$ cat config.mk
export PLATFORM = sky130hd
export DESIGN_NAME = box_draw_arbiter
export DESIGN_NICKNAME = d
export VERILOG_FILES = /design/src/rtl/vga_draw_pkg.sv /design/src/rtl/rr_arbiter.sv /design/src/rtl/box_draw_arbiter.sv
export SDC_FILE = /design/constraint.sdc
export NUM_CORES = 1
export LEC_CHECK = 0
export BUFFER_PORTS_ARGS = -buffer_cell sky130_fd_sc_hd__buf_2
export CORE_MARGIN = 10
export CORE_UTILIZATION = 53
export CTS_BUF_LIST = sky130_fd_sc_hd__clkbuf_4 sky130_fd_sc_hd__clkbuf_8
export DETAILED_ROUTE_END_ITERATION = 8
export HOLD_SLACK_MARGIN = 0.03
export PLACE_DENSITY = 0.95
export REMOVE_ABC_BUFFERS = 1
export SYNTH_ARGS = -nofsm -noshare
export SYNTH_HDL_FRONTEND = slang
export SYNTH_SLANG_ARGS = --single-unit
$ cat constraint.sdc
create_clock -name CLOCK_50 -period 4 [get_ports CLOCK_50]
set_input_delay 0.2 -clock CLOCK_50 [delete_from_list [all_inputs] [get_ports CLOCK_50]]
set_output_delay 0.2 -clock CLOCK_50 [all_outputs]
set_load 0.05 [all_outputs]
$ cat src/rtl/vga_draw_pkg.sv
// Shared definitions for the VGA box-draw path: FSM state encoding and
// default screen geometry / pixel format.
package vga_draw_pkg;

  typedef enum logic [1:0] {
    S_IDLE = 2'd0,
    S_DRAW = 2'd1,
    S_DONE = 2'd2
  } draw_state_t;

  localparam int NX_DEF          = 10;
  localparam int NY_DEF          = 9;
  localparam int COLOR_DEPTH_DEF = 9;
  localparam int XMAX_DEF        = 640;
  localparam int YMAX_DEF        = 480;

endpackage

$ cat src/rtl/rr_arbiter.sv
// Combinational round-robin pick: first asserted request at or after
// (last + 1) mod NREQ.
module rr_arbiter #(
  parameter int NREQ = 4,
  parameter int IW   = (NREQ > 1) ? $clog2(NREQ) : 1
) (
  input  logic [NREQ-1:0] req,
  input  logic [IW-1:0]   last,
  output logic            grant_valid,
  output logic [IW-1:0]   grant_idx
);

  // Walk offsets from farthest to nearest so the nearest hit wins.
  always_comb begin
    grant_valid = 1'b0;
    grant_idx   = '0;
    for (int k = NREQ; k >= 1; k--) begin
      if (req[(int'(last) + k) % NREQ]) begin
        grant_valid = 1'b1;
        grant_idx   = IW'((int'(last) + k) % NREQ);
      end
    end
  end

endmodule

$ cat src/rtl/box_draw_arbiter.sv
// Round-robin arbiter that grants one requester at a time and rasterises its
// box into the VGA pixel write port. Optional clipping: define BOX_CLIP_EN.
module box_draw_arbiter
  import vga_draw_pkg::*;
#(
  parameter int NREQ        = 4,
  parameter int nX          = NX_DEF,
  parameter int nY          = NY_DEF,
  parameter int COLOR_DEPTH = COLOR_DEPTH_DEF,
  parameter int XMAX        = XMAX_DEF,
  parameter int YMAX        = YMAX_DEF,
  localparam int IW         = (NREQ > 1) ? $clog2(NREQ) : 1
) (
  input  logic                        CLOCK_50,
  input  logic                        Resetn,
  input  logic [NREQ-1:0]             req,
  input  logic [NREQ*nX-1:0]          req_x,
  input  logic [NREQ*nX-1:0]          req_w,
  input  logic [NREQ*nY-1:0]          req_y,
  input  logic [NREQ*nY-1:0]          req_h,
  input  logic [NREQ*COLOR_DEPTH-1:0] req_color,
  output logic [NREQ-1:0]             ack,
  output logic                        busy,
  output logic [IW-1:0]               grant_id,
  output logic [nX-1:0]               vga_x,
  output logic [nY-1:0]               vga_y,
  output logic [COLOR_DEPTH-1:0]      vga_color,
  output logic                        vga_write
);

  localparam logic [nX-1:0] X_ONE = 1;
  localparam logic [nY-1:0] Y_ONE = 1;

  draw_state_t state, state_n;

  logic [nX-1:0]          x0, w, xc, hold_x, pix_x;
  logic [nY-1:0]          y0, h, yc, hold_y, pix_y;
  logic [COLOR_DEPTH-1:0] color, hold_c;
  logic [IW-1:0]          last;
  logic                   grant_valid;
  logic [IW-1:0]          grant_idx;
  logic [nX-1:0]          sel_x, sel_w;
  logic [nY-1:0]          sel_y, sel_h;
  logic [COLOR_DEPTH-1:0] sel_c;
  logic                   x_end, y_end, in_bounds;

  rr_arbiter #(.NREQ(NREQ), .IW(IW)) u_rr (
    .req         (req),
    .last        (last),
    .grant_valid (grant_valid),
    .grant_idx   (grant_idx)
  );

  assign sel_x = req_x[grant_idx*nX +: nX];
  assign sel_w = req_w[grant_idx*nX +: nX];
  assign sel_y = req_y[grant_idx*nY +: nY];
  assign sel_h = req_h[grant_idx*nY +: nY];
  assign sel_c = req_color[grant_idx*COLOR_DEPTH +: COLOR_DEPTH];

  assign pix_x = x0 + xc;
  assign pix_y = y0 + yc;
  assign x_end = (xc == w - X_ONE);
  assign y_end = (yc == h - Y_ONE);

`ifdef BOX_CLIP_EN
  logic [nX:0] ux;
  logic [nY:0] uy;
  assign ux        = {1'b0, x0} + {1'b0, xc};
  assign uy        = {1'b0, y0} + {1'b0, yc};
  assign in_bounds = (int'(ux) < XMAX) && (int'(uy) < YMAX);
`else
  logic clip_unused;
  assign clip_unused = (XMAX < 0) | (YMAX < 0);
  assign in_bounds   = 1'b1;
`endif

  always_ff @(posedge CLOCK_50) begin
    if (!Resetn) begin
      state    <= S_IDLE;
      x0       <= '0;
      y0       <= '0;
      w        <= '0;
      h        <= '0;
      color    <= '0;
      xc       <= '0;
      yc       <= '0;
      grant_id <= '0;
      last     <= IW'(NREQ - 1);
      hold_x   <= '0;
      hold_y   <= '0;
      hold_c   <= '0;
    end else begin
      state <= state_n;
      case (state)
        S_IDLE: begin
          if (grant_valid) begin
            x0       <= sel_x;
            y0       <= sel_y;
            w        <= sel_w;
            h        <= sel_h;
            color    <= sel_c;
            xc       <= '0;
            yc       <= '0;
            grant_id <= grant_idx;
          end
        end
        S_DRAW: begin
          // Hold regs keep the port stable once the draw ends.
          hold_x <= pix_x;
          hold_y <= pix_y;
          hold_c <= color;
          if (x_end) begin
            xc <= '0;
            yc <= yc + Y_ONE;
          end else begin
            xc <= xc + X_ONE;
          end
        end
        S_DONE: last <= grant_id;
        default: ;
      endcase
    end
  end

  always_comb begin
    state_n = state;
    case (state)
      S_IDLE: begin
        if (grant_valid)
          state_n = (sel_w == '0 || sel_h == '0) ? S_DONE : S_DRAW;
      end
      S_DRAW:  if (x_end && y_end) state_n = S_DONE;
      S_DONE:  state_n = S_IDLE;
      default: state_n = S_IDLE;
    endcase
  end

  always_comb begin
    ack = '0;
    if (state == S_DONE) ack[grant_id] = 1'b1;
  end

  assign busy      = (state != S_IDLE);
  assign vga_write = (state == S_DRAW) && in_bounds;
  assign vga_x     = (state == S_DRAW) ? pix_x : hold_x;
  assign vga_y     = (state == S_DRAW) ? pix_y : hold_y;
  assign vga_color = (state == S_DRAW) ? color : hold_c;

endmodule

==> summary.txt, run 1 <==
Floorplan
  • Die Ht: 133 µm
  • CORE AREA: 12,600 µm²
  • Die Wd: 133 µm
  • Number of top-level pins: 230
  • Die area: 17,700 µm²
  • Initial core utilization: 0.540
  • FP Rows: 41

Power and ir drop
  • Sw power: 0.00197 W
  • Combinational Power Share: 0.510
  • Register share of total power: 0.313
  • Internal cell power: 0.00237 W
  • P per Cell Area: 527 nW/µm²
  • Clock Power Share: 0.178
  • Peak supply drop: 0.844 mV
  • Switch share: 0.454
  • Power Total: 0.00434 W
  • P_leak: 3.91 nW

Synth
  • Most used flip-flop cell after synthesis: dfxtp_1
  • Flip-flop and latch count after synthesis: 100
  • Top-area cell type share of the netlist area: 0.295
  • Synthesized area: 6780 µm²
  • Largest cells by area after synthesis: dfxtp_1 (30%), nand2_1 (13%), ha_1 (3.9%), a311oi_1 (3.7%), a21oi_1 (3.5%)
  • Post-synth EDFFs: 0
  • Sequential area share after synthesis: 0.295
  • Yosys Warn Count: 0
  • Cells after synthesis: 919
  • Cell taking the most area after synthesis: dfxtp_1
  • Asr flop ratio synth: 0
  • Cell variety after synth: 56
  • Syn Area/Cell: 7.38 µm²

Hold path
  • Worst min path class: input port to register

Clock tree
  • Cts bufs inserted: 9
  • Post CTS Setup Buffer Count: 0
  • Worst-path clk slew: 100 ps
  • CTS tree: yes
  • CTS Buffer Depth: 2
  • CTS Root Cell: clkbuf_8
  • Htree depth: 3
  • Worst-Skew Late Latency: 390 ps
  • Post_cts resized: 0
  • Hold Buf Count CTS: 0
  • # clock sinks: 100

GRT
  • Total GRT Usage: 0.216
  • Antenna violations before repair: 1
  • Total grt overflow: 0
  • Vias in the first global route: 7,003
  • Largest net degree at the start of global routing: 88
  • Global-route wire length before repair: 32,500 µm

Place
  • Hpwl dp: 15,200 µm
  • I/O Buffers: 229
  • Gpl congestion: 0.866

Drt
  • Antenna Nets Post-Route: 0
  • Initial drt markers: 303
  • Drt total wl: 20,000 µm
  • DRC: 0
  • Vias/cell: 5.49
  • Vias: 7,058
  • DR WL/cell: 15.6 µm
  • DRT Pass-1 Iters: 5

Worst setup path
  • CP endpoint kind: primary output
  • CP max FO: 6
  • Crit-path cells: ha_1 > inv_1 > fa_1 > nor2b_1 > o21ai_0 > a21boi_0 > o21ai_0 > a21oi_1 > o21ai_0 > and4_1 > nor3_1 > buf_2
  • CP max-delay cell: dfxtp_1
  • Crit path largest cell delay: 470 ps
  • Setup crit start kind: register
  • Crit path DAT: 3270 ps
  • Req. time, crit path: 3800 ps
  • CP dominant cell by count: o21ai_0
  • Worst path bufs/invs: 2
  • Crit Path Category: register to primary output
  • Crit path max-delay family: compound AO/OA/AOI/OAI gates

Run status
  • Status: finished, final reports clean

Timing
  • Final Cycle Share: 0.869
  • Fmax: 288 MHz
  • RSZ-0062 raised after global routing: false
  • Final Critical Period: 3470 ps
  • Final hold vios: 0
  • Slew at the pin closest to its max-slew limit: 895 ps
  • Worst Hold Margin: 227 ps
  • Clock Skew: 10.0 ps
  • Slew headroom: 0.403
  • Final number of setup-violating endpoints: 0
  • Slew Viols, Final: 0

Layout
  • Synth-to-layout area growth: 21.6%
  • Layout Nets: 1,325
  • ANT cells: 0
  • Layout cell share with drive strength beyond 1: 0.250

Job
  • Max Cap Violations: 0
==> cells in the mapped netlist, types with 20 or more instances <==
cell type	instances
nand2_1	239
dfxtp_1	100
clkbuf_1	49
a21oi_1	47
inv_1	40
and3_1	35
nor2b_1	34
and2_1	33
nor2_1	33
o21ai_0	31
a311oi_1	29
o211ai_1	28
xnor2_1	22
ha_1	21
a21boi_0	20
==> cell usage in the layout (no fill, tap or decap), drive strengths merged, types with 9 or more instances in the layout <==
master,synthesis,final
nand2,239,239
buf,12,239
dfxtp,100,100
a21oi,47,47
inv,40,40
and3,35,35
nor2b,34,34
nor2,33,33
and2,33,33
o21ai,32,32
a311oi,29,29
o211ai,28,28
xnor2,22,22
ha,21,21
a21boi,20,20
xor2,18,18
nor3,11,11
a31oi,11,11
nand3,11,11
mux2i,9,9
clkbuf,49,9
==> flip-flops by register name (all words and copies together), names as in the netlist <==
name	count
color	9
grant_id	2
h	9
hold_c	9
hold_x	10
hold_y	9
last	2
state	2
w	10
x0	10
xc	10
y0	9
yc	9
==> stage by stage <==
stage	utilization	worst slack, ps	instance area, µm²	TNS (ps)	cells
global placement	0.637	824	8010	0	1269
detailed placement	0.637	652	8010	0	1269
CTS	0.656	572	8250	0	1285
floorplan	-	-152	6540	-287	858
finish	0.656	526	8250	0	1285
global route	0.656	338	8250	0	1285
==> power by group through the flow <==
stage	logic (W)	clock network [W]	registers [W]
finish	0.00221	0.000772	0.00136
global route	0.00244	0.000824	0.00139
CTS	0.00222	0.000788	0.00136
detailed placement	0.00221	0	0.00138
global placement	0.00216	0	0.00137
floorplan	0.00163	0	0.00135
==> layout make-up <==
cell class	instances	area (µm²)
Timing Repair Buffer	239	1220
Tap cell	172	215
Clock inverter	7	115
Multi-Input combinational cell	718	4420
Clock buffer	9	124
Fill cell	1080	4320
Sequential cell	100	2000
Inverter	40	150
==> layer usage <==
metal  global-route usage  share of wire  up-vias
li1                     -              -     3553
met1                0.256           0.44     3222
met2                0.357           0.46      247
met3               0.0729          0.080       34
met4               0.0713          0.021        2
met5                    0        0.00035        -
==> worst paths after layout <==
| path | start | end | slack (ps) | cells after the start |
|---|---|---|---|---|
| max | yc[0] | vga_y[8] | 530 | 12 |
| min | req_x[15] | x0[5] | 230 | 5 |
| max reg2reg | last[1] | state[0] | 590 | 10 |
| min reg2reg | h[8] | h[8] | 490 | 2 |
==> worst reg2reg max path, cell delays in order (launching register included) <==
cell and delay, ps:
dfxtp_1 410, mux2_2 370, a22oi_2 120, buf_4 220
o21a_4 220, buf_4 490, mux4_2 620, nor4_1 390
nand4_1 230, o41ai_2 110, o21ai_0 140
==> logic make-up (layout without fill, tap and decap cells) <==
| group | count (synthesis) | in the layout | share of synthesized area |
|---|---|---|---|
| buffers and inverters | 101 | 295 | 0.0577 |
| AND/OR/NAND/NOR | 436 | 436 | 0.303 |
| AO/OA/AOI/OAI | 200 | 200 | 0.205 |
| flip-flops | 100 | 100 | 0.295 |
| multiplexers | 19 | 19 | 0.0432 |
| adder cells (fa/ha/maj) | 23 | 23 | 0.0446 |
| XOR/XNOR | 40 | 40 | 0.0516 |
Note: power is estimated with default switching activity, not from simulation.
==> run 2: changes to the inputs <==
PLACE_DENSITY = 0.84   (was 0.95)
==> summary.txt, run 2 (same netlist as run 1, synthesis figures left out) <==
Drt
  • DRT Pass-1 Iters: 5
  • Vias/cell: 5.45
  • Vias: 7,015
  • Antenna Nets Post-Route: 0
  • Initial drt markers: 344
  • Top Layer Used: met4
  • M1 WL: 8650 µm
  • DRC: 0
  • Met2 WL post-DR: 9060 µm
  • Drt total wl: 19,500 µm
  • Metal3 WL: 1510 µm
  • DR WL/cell: 15.1 µm

Layout
  • Commonest non-fill, non-tap cell in the layout: nand2_1
  • Cell Count, Final, Fillers Out: 1,287
  • ANT cells: 0
  • Synth-to-layout area growth: 21.3%
  • Filler cells: 1,142
  • Layout cell share with drive strength beyond 1: 0.251
  • Final core occ: 0.655
  • Layout Nets: 1,327
  • Most frequent cells in the layout: nand2_1 (239), buf_2 (229), dfxtp_1 (100), a21oi_1 (46), inv_1 (40)

Floorplan
  • Initial core utilization: 0.540
  • FP Rows: 41
  • Die Wd: 133 µm
  • Die area: 17,700 µm²
  • Die Ht: 133 µm
  • CORE AREA: 12,600 µm²
  • Number of top-level pins: 230

Clock tree
  • Worst-path clk slew: 100 ps
  • # clock sinks: 100
  • CTS Root Cell: clkbuf_8
  • CTS Buffer Depth: 2
  • CTS tree: yes
  • Worst-Skew Late Latency: 370 ps
  • Cts bufs inserted: 9
  • Post CTS Setup Buffer Count: 0
  • Hold Buf Count CTS: 0
  • Post_cts resized: 0
  • Htree depth: 3

Worst setup path
  • Reg-to-reg endpoint: state[0]
  • CP Capture Point: state[0]
  • Crit path largest cell delay: 560 ps
  • R2r startpoint: last[1]
  • CP endpoint kind: register
  • Setup crit start kind: register
  • Req. time, crit path: 4240 ps
  • CP max FO: 33
  • CP max-delay cell: mux4_2
  • Crit-path cells: mux2_2 > a22oi_2 > buf_4 > o21a_4 > mux4_2 > or4_1 > or3_1 > o41ai_2 > o21ai_0
  • Crit path DAT: 3660 ps
  • R2R Setup Slk: 580 ps
  • Crit Path Category: register to register
  • Worst Setup SP: last[1]
  • R2r worst-path depth: 9

Timing
  • Slew Viols, Final: 0
  • Clock Skew: 11.1 ps
  • Final hold vios: 0
  • Final number of setup-violating endpoints: 0
  • Slew headroom: 0.381
  • RSZ-0062 raised after global routing: false
  • Slew at the pin closest to its max-slew limit: 928 ps
  • Fmax: 292 MHz
  • Final Critical Period: 3420 ps
  • Final Cycle Share: 0.855

Power and ir drop
  • P_leak: 3.90 nW
  • P per Cell Area: 514 nW/µm²
  • Power Total: 0.00423 W
  • Peak supply drop: 0.489 mV

Place
  • I/O Buffers: 229
  • Hpwl dp: 15,100 µm
  • Gpl congestion: 0.843
  • Inst Count DP: 1,271

GRT
  • Total GRT Usage: 0.212
  • Antenna violations before repair: 0
  • Vias in the first global route: 6,896
  • Largest net degree at the start of global routing: 88
  • Global-route wire length before repair: 32,300 µm
  • Total grt overflow: 0

Run status
  • Status: finished, final reports clean

Job
  • Max Cap Violations: 0

Hold path
  • Worst min path class: input port to register
==> run 2: stage by stage <==
step	instance area (µm²)	hold slack [ps]	worst slack, ps	TNS [ps]
after floorplan	6540	289	-152	-287
after global placement	8030	467	660	0
after detailed placement	8030	479	584	0
after CTS	8230	163	575	0
after global routing	8230	173	340	0
final	8230	181	579	0
==> run 2: area by class of cell <==
| class | count | area (µm²) | area share |
|---|---|---|---|
| flip-flops and latches | 100 | 2000 | 0.243 |
| multi-input cells | 718 | 4420 | 0.537 |
| clock inverters | 5 | 62.6 | 0.00760 |
| clock buffers | 11 | 139 | 0.0169 |
| well taps | 172 | 215 | 0.0262 |
| inverters | 40 | 150 | 0.0183 |
| repair buffers | 241 | 1240 | 0.150 |
==> run 2: worst min-delay path by stage <==
stage / from / endpoint / slack, ps / cells past startpoint
global route: Resetn / y0[3] / 170 / 2
CTS: Resetn / y0[3] / 160 / 2
finish: Resetn / y0[3] / 180 / 2
floorplan: Resetn / last[0] / 290 / 1
global placement: h[8] / h[8] / 470 / 2
detailed placement: h[8] / h[8] / 480 / 2
==> run 2: power by group <==
| part | switching (W) | internal [W] |
|---|---|---|
| sequential | 0.000164 | 0.00119 |
| clock | 0.000355 | 0.000306 |
| combinational | 0.00144 | 0.000768 |
| total | 0.00196 | 0.00227 |
==> run 2: worst max-delay path: cells and delay by family, from the launching register on <==
family | cells | cell delay, ps
AOI/OAI and AO/OA | 4 | 900
muxes | 2 | 920
and+or+nand+nor | 2 | 850
DFF | 1 | 400
buffers and inverters | 1 | 220
==> run 2: routing by layer <==
| layer | vias up | GRT usage |
|---|---|---|
| li1 | 3563 | - |
| met1 | 3202 | 0.262 |
| met2 | 230 | 0.351 |
| met3 | 20 | 0.0650 |
| met4 | 0 | 0.0550 |
| met5 | - | 0 |
==> run 3: changes to the inputs <==
RECOVER_POWER = 50   (was default)
==> summary.txt, run 3 (same netlist as run 1, synthesis figures left out) <==
Clock tree
  • # clock sinks: 100
  • CTS Buffer Depth: 2
  • Worst-Skew Late Latency: 370 ps
  • Htree depth: 3
  • CTS Root Cell: clkbuf_8
  • Hold Buf Count CTS: 0
  • Cts bufs inserted: 9
  • CTS tree: yes
  • Worst-path clk slew: 100 ps
  • Post CTS Setup Buffer Count: 0
  • Post_cts resized: 0

Power and ir drop
  • Combinational Power Share: 0.520
  • Sw power: 0.00196 W
  • Peak supply drop: 0.487 mV
  • P_leak: 3.78 nW
  • Internal cell power: 0.00225 W
  • Switch share: 0.465
  • Register share of total power: 0.323
  • P per Cell Area: 514 nW/µm²
  • Clock Power Share: 0.157

Floorplan
  • CORE AREA: 12,600 µm²
  • FP Rows: 41
  • Die Ht: 133 µm
  • Number of top-level pins: 230
  • Die area: 17,700 µm²
  • Initial core utilization: 0.540
  • Die Wd: 133 µm

GRT
  • GR peak layer: met2
  • Global-route wire length before repair: 32,300 µm
  • Met2 GRT Util: 0.351
  • Met1 usage: 0.262
  • M3 GR Usage: 0.0650
  • Total GRT Usage: 0.212
  • Largest net degree at the start of global routing: 88
  • Total grt overflow: 0
  • Antenna violations before repair: 0
  • Vias in the first global route: 6,896

Worst setup path
  • Worst Setup SP: last[1]
  • CP max FO: 33
  • Setup crit start kind: register
  • CP endpoint kind: register
  • R2r startpoint: last[1]
  • Req. time, crit path: 4240 ps
  • R2R Setup Slk: 590 ps
  • Crit path DAT: 3650 ps
  • CP Capture Point: state[0]
  • R2r worst-path depth: 9
  • Reg-to-reg endpoint: state[0]
  • Crit Path Category: register to register

Hold path
  • Hold path depth: 5
  • Worst min path class: input port to register

Timing
  • Setup WS post-layout: 585 ps
  • Final Cycle Share: 0.854
  • Final hold vios: 0
  • Slew headroom: -0.849
  • Worst Hold Margin: 239 ps
  • Slew at the pin closest to its max-slew limit: 2770 ps
  • Final Critical Period: 3410 ps
  • RSZ-0062 raised after global routing: false
  • Clock Skew: 10.3 ps
  • Fmax: 293 MHz
  • Slew Viols, Final: 83
  • Final number of setup-violating endpoints: 0

Drt
  • DRT Pass-1 Iters: 4
  • Antenna Nets Post-Route: 0
  • DR WL/cell: 15.1 µm
  • Vias/cell: 5.42
  • Drt total wl: 19,500 µm
  • DRC: 0
  • Vias: 6,975
  • Initial drt markers: 350

Place
  • Inst Count DP: 1,271
  • Placed cell areas: 8030 µm²
  • I/O Buffers: 229
  • Gpl congestion: 0.843
  • Hpwl dp: 15,100 µm
  • Pre-CTS WS: 584 ps

Layout
  • Final core occ: 0.652
  • ANT cells: 0
  • Commonest non-fill, non-tap cell in the layout: nand2_1
  • Layout cell share with drive strength beyond 1: 0.227
  • Most frequent cells in the layout: nand2_1 (239), buf_2 (203), dfxtp_1 (100), a21oi_1 (46), inv_1 (40)
  • Final Instance Area: 8190 µm²
  • Filler cells: 1,158
  • Cell Count, Final, Fillers Out: 1,287
  • Layout Nets: 1,327
  • Synth-to-layout area growth: 20.7%

Run status
  • Failing checks: max-capacitance violations, max-slew violations
  • Status: complete, but fails checks

Job
  • Max Cap Violations: 1
-- run 3: worst min path at each step --
| stage | startpoint | to | slack (ps) |
|---|---|---|---|
| floorplan | Resetn | last[0] | 290 |
| global placement | h[8] | h[8] | 470 |
| detailed placement | h[8] | h[8] | 480 |
| CTS | Resetn | y0[3] | 160 |
| global route | req_color[14] | color[5] | 260 |
| finish | req_x[17] | x0[7] | 240 |
-- run 3: cell type report --
class | count | area (µm²) | area share
clock buffer | 11 | 139 | 0.0170
tap | 172 | 215 | 0.0263
multi-input combinational | 718 | 4420 | 0.540
timing repair buffer | 241 | 1200 | 0.147
inverter | 40 | 150 | 0.0183
clock inverter | 5 | 62.6 | 0.00764
sequential | 100 | 2000 | 0.244
-- run 3: layer usage --
metal | part of all wire | up-vias
li1 | - | 3564
met1 | 0.44 | 3164
met2 | 0.46 | 227
met3 | 0.078 | 20
met4 | 0.014 | 0
met5 | 0 | -
-- run 3: per-stage QoR --
| step | setup TNS, ps | power (W) |
|---|---|---|
| after global placement | 0 | 0.00354 |
| after detailed placement | 0 | 0.00359 |
| after floorplan | -287 | 0.00298 |
| after CTS | 0 | 0.00424 |
| final | 0 | 0.00421 |
| after global routing | 0 | 0.00453 |
-- run 3: power groups by stage --
stage	clock, W	sequential [W]	combinational [W]
2_1_floorplan	0	0.00135	0.00163
3_3_place_gp	0	0.00137	0.00217
3_5_place_dp	0	0.00138	0.00221
4_1_cts	0.000673	0.00136	0.00221
5_1_grt	0.000710	0.00139	0.00243
6_report	0.000662	0.00136	0.00219
-- run 3: worst max-delay path, cell delays in order (launching register included) --
cell and delay, ps:
dfxtp_1 400, mux2_2 360, a22oi_2 110, buf_4 220, o21a_4 400, mux4_2 560
or4_1 510, or3_1 340, o41ai_2 240, o21ai_0 140
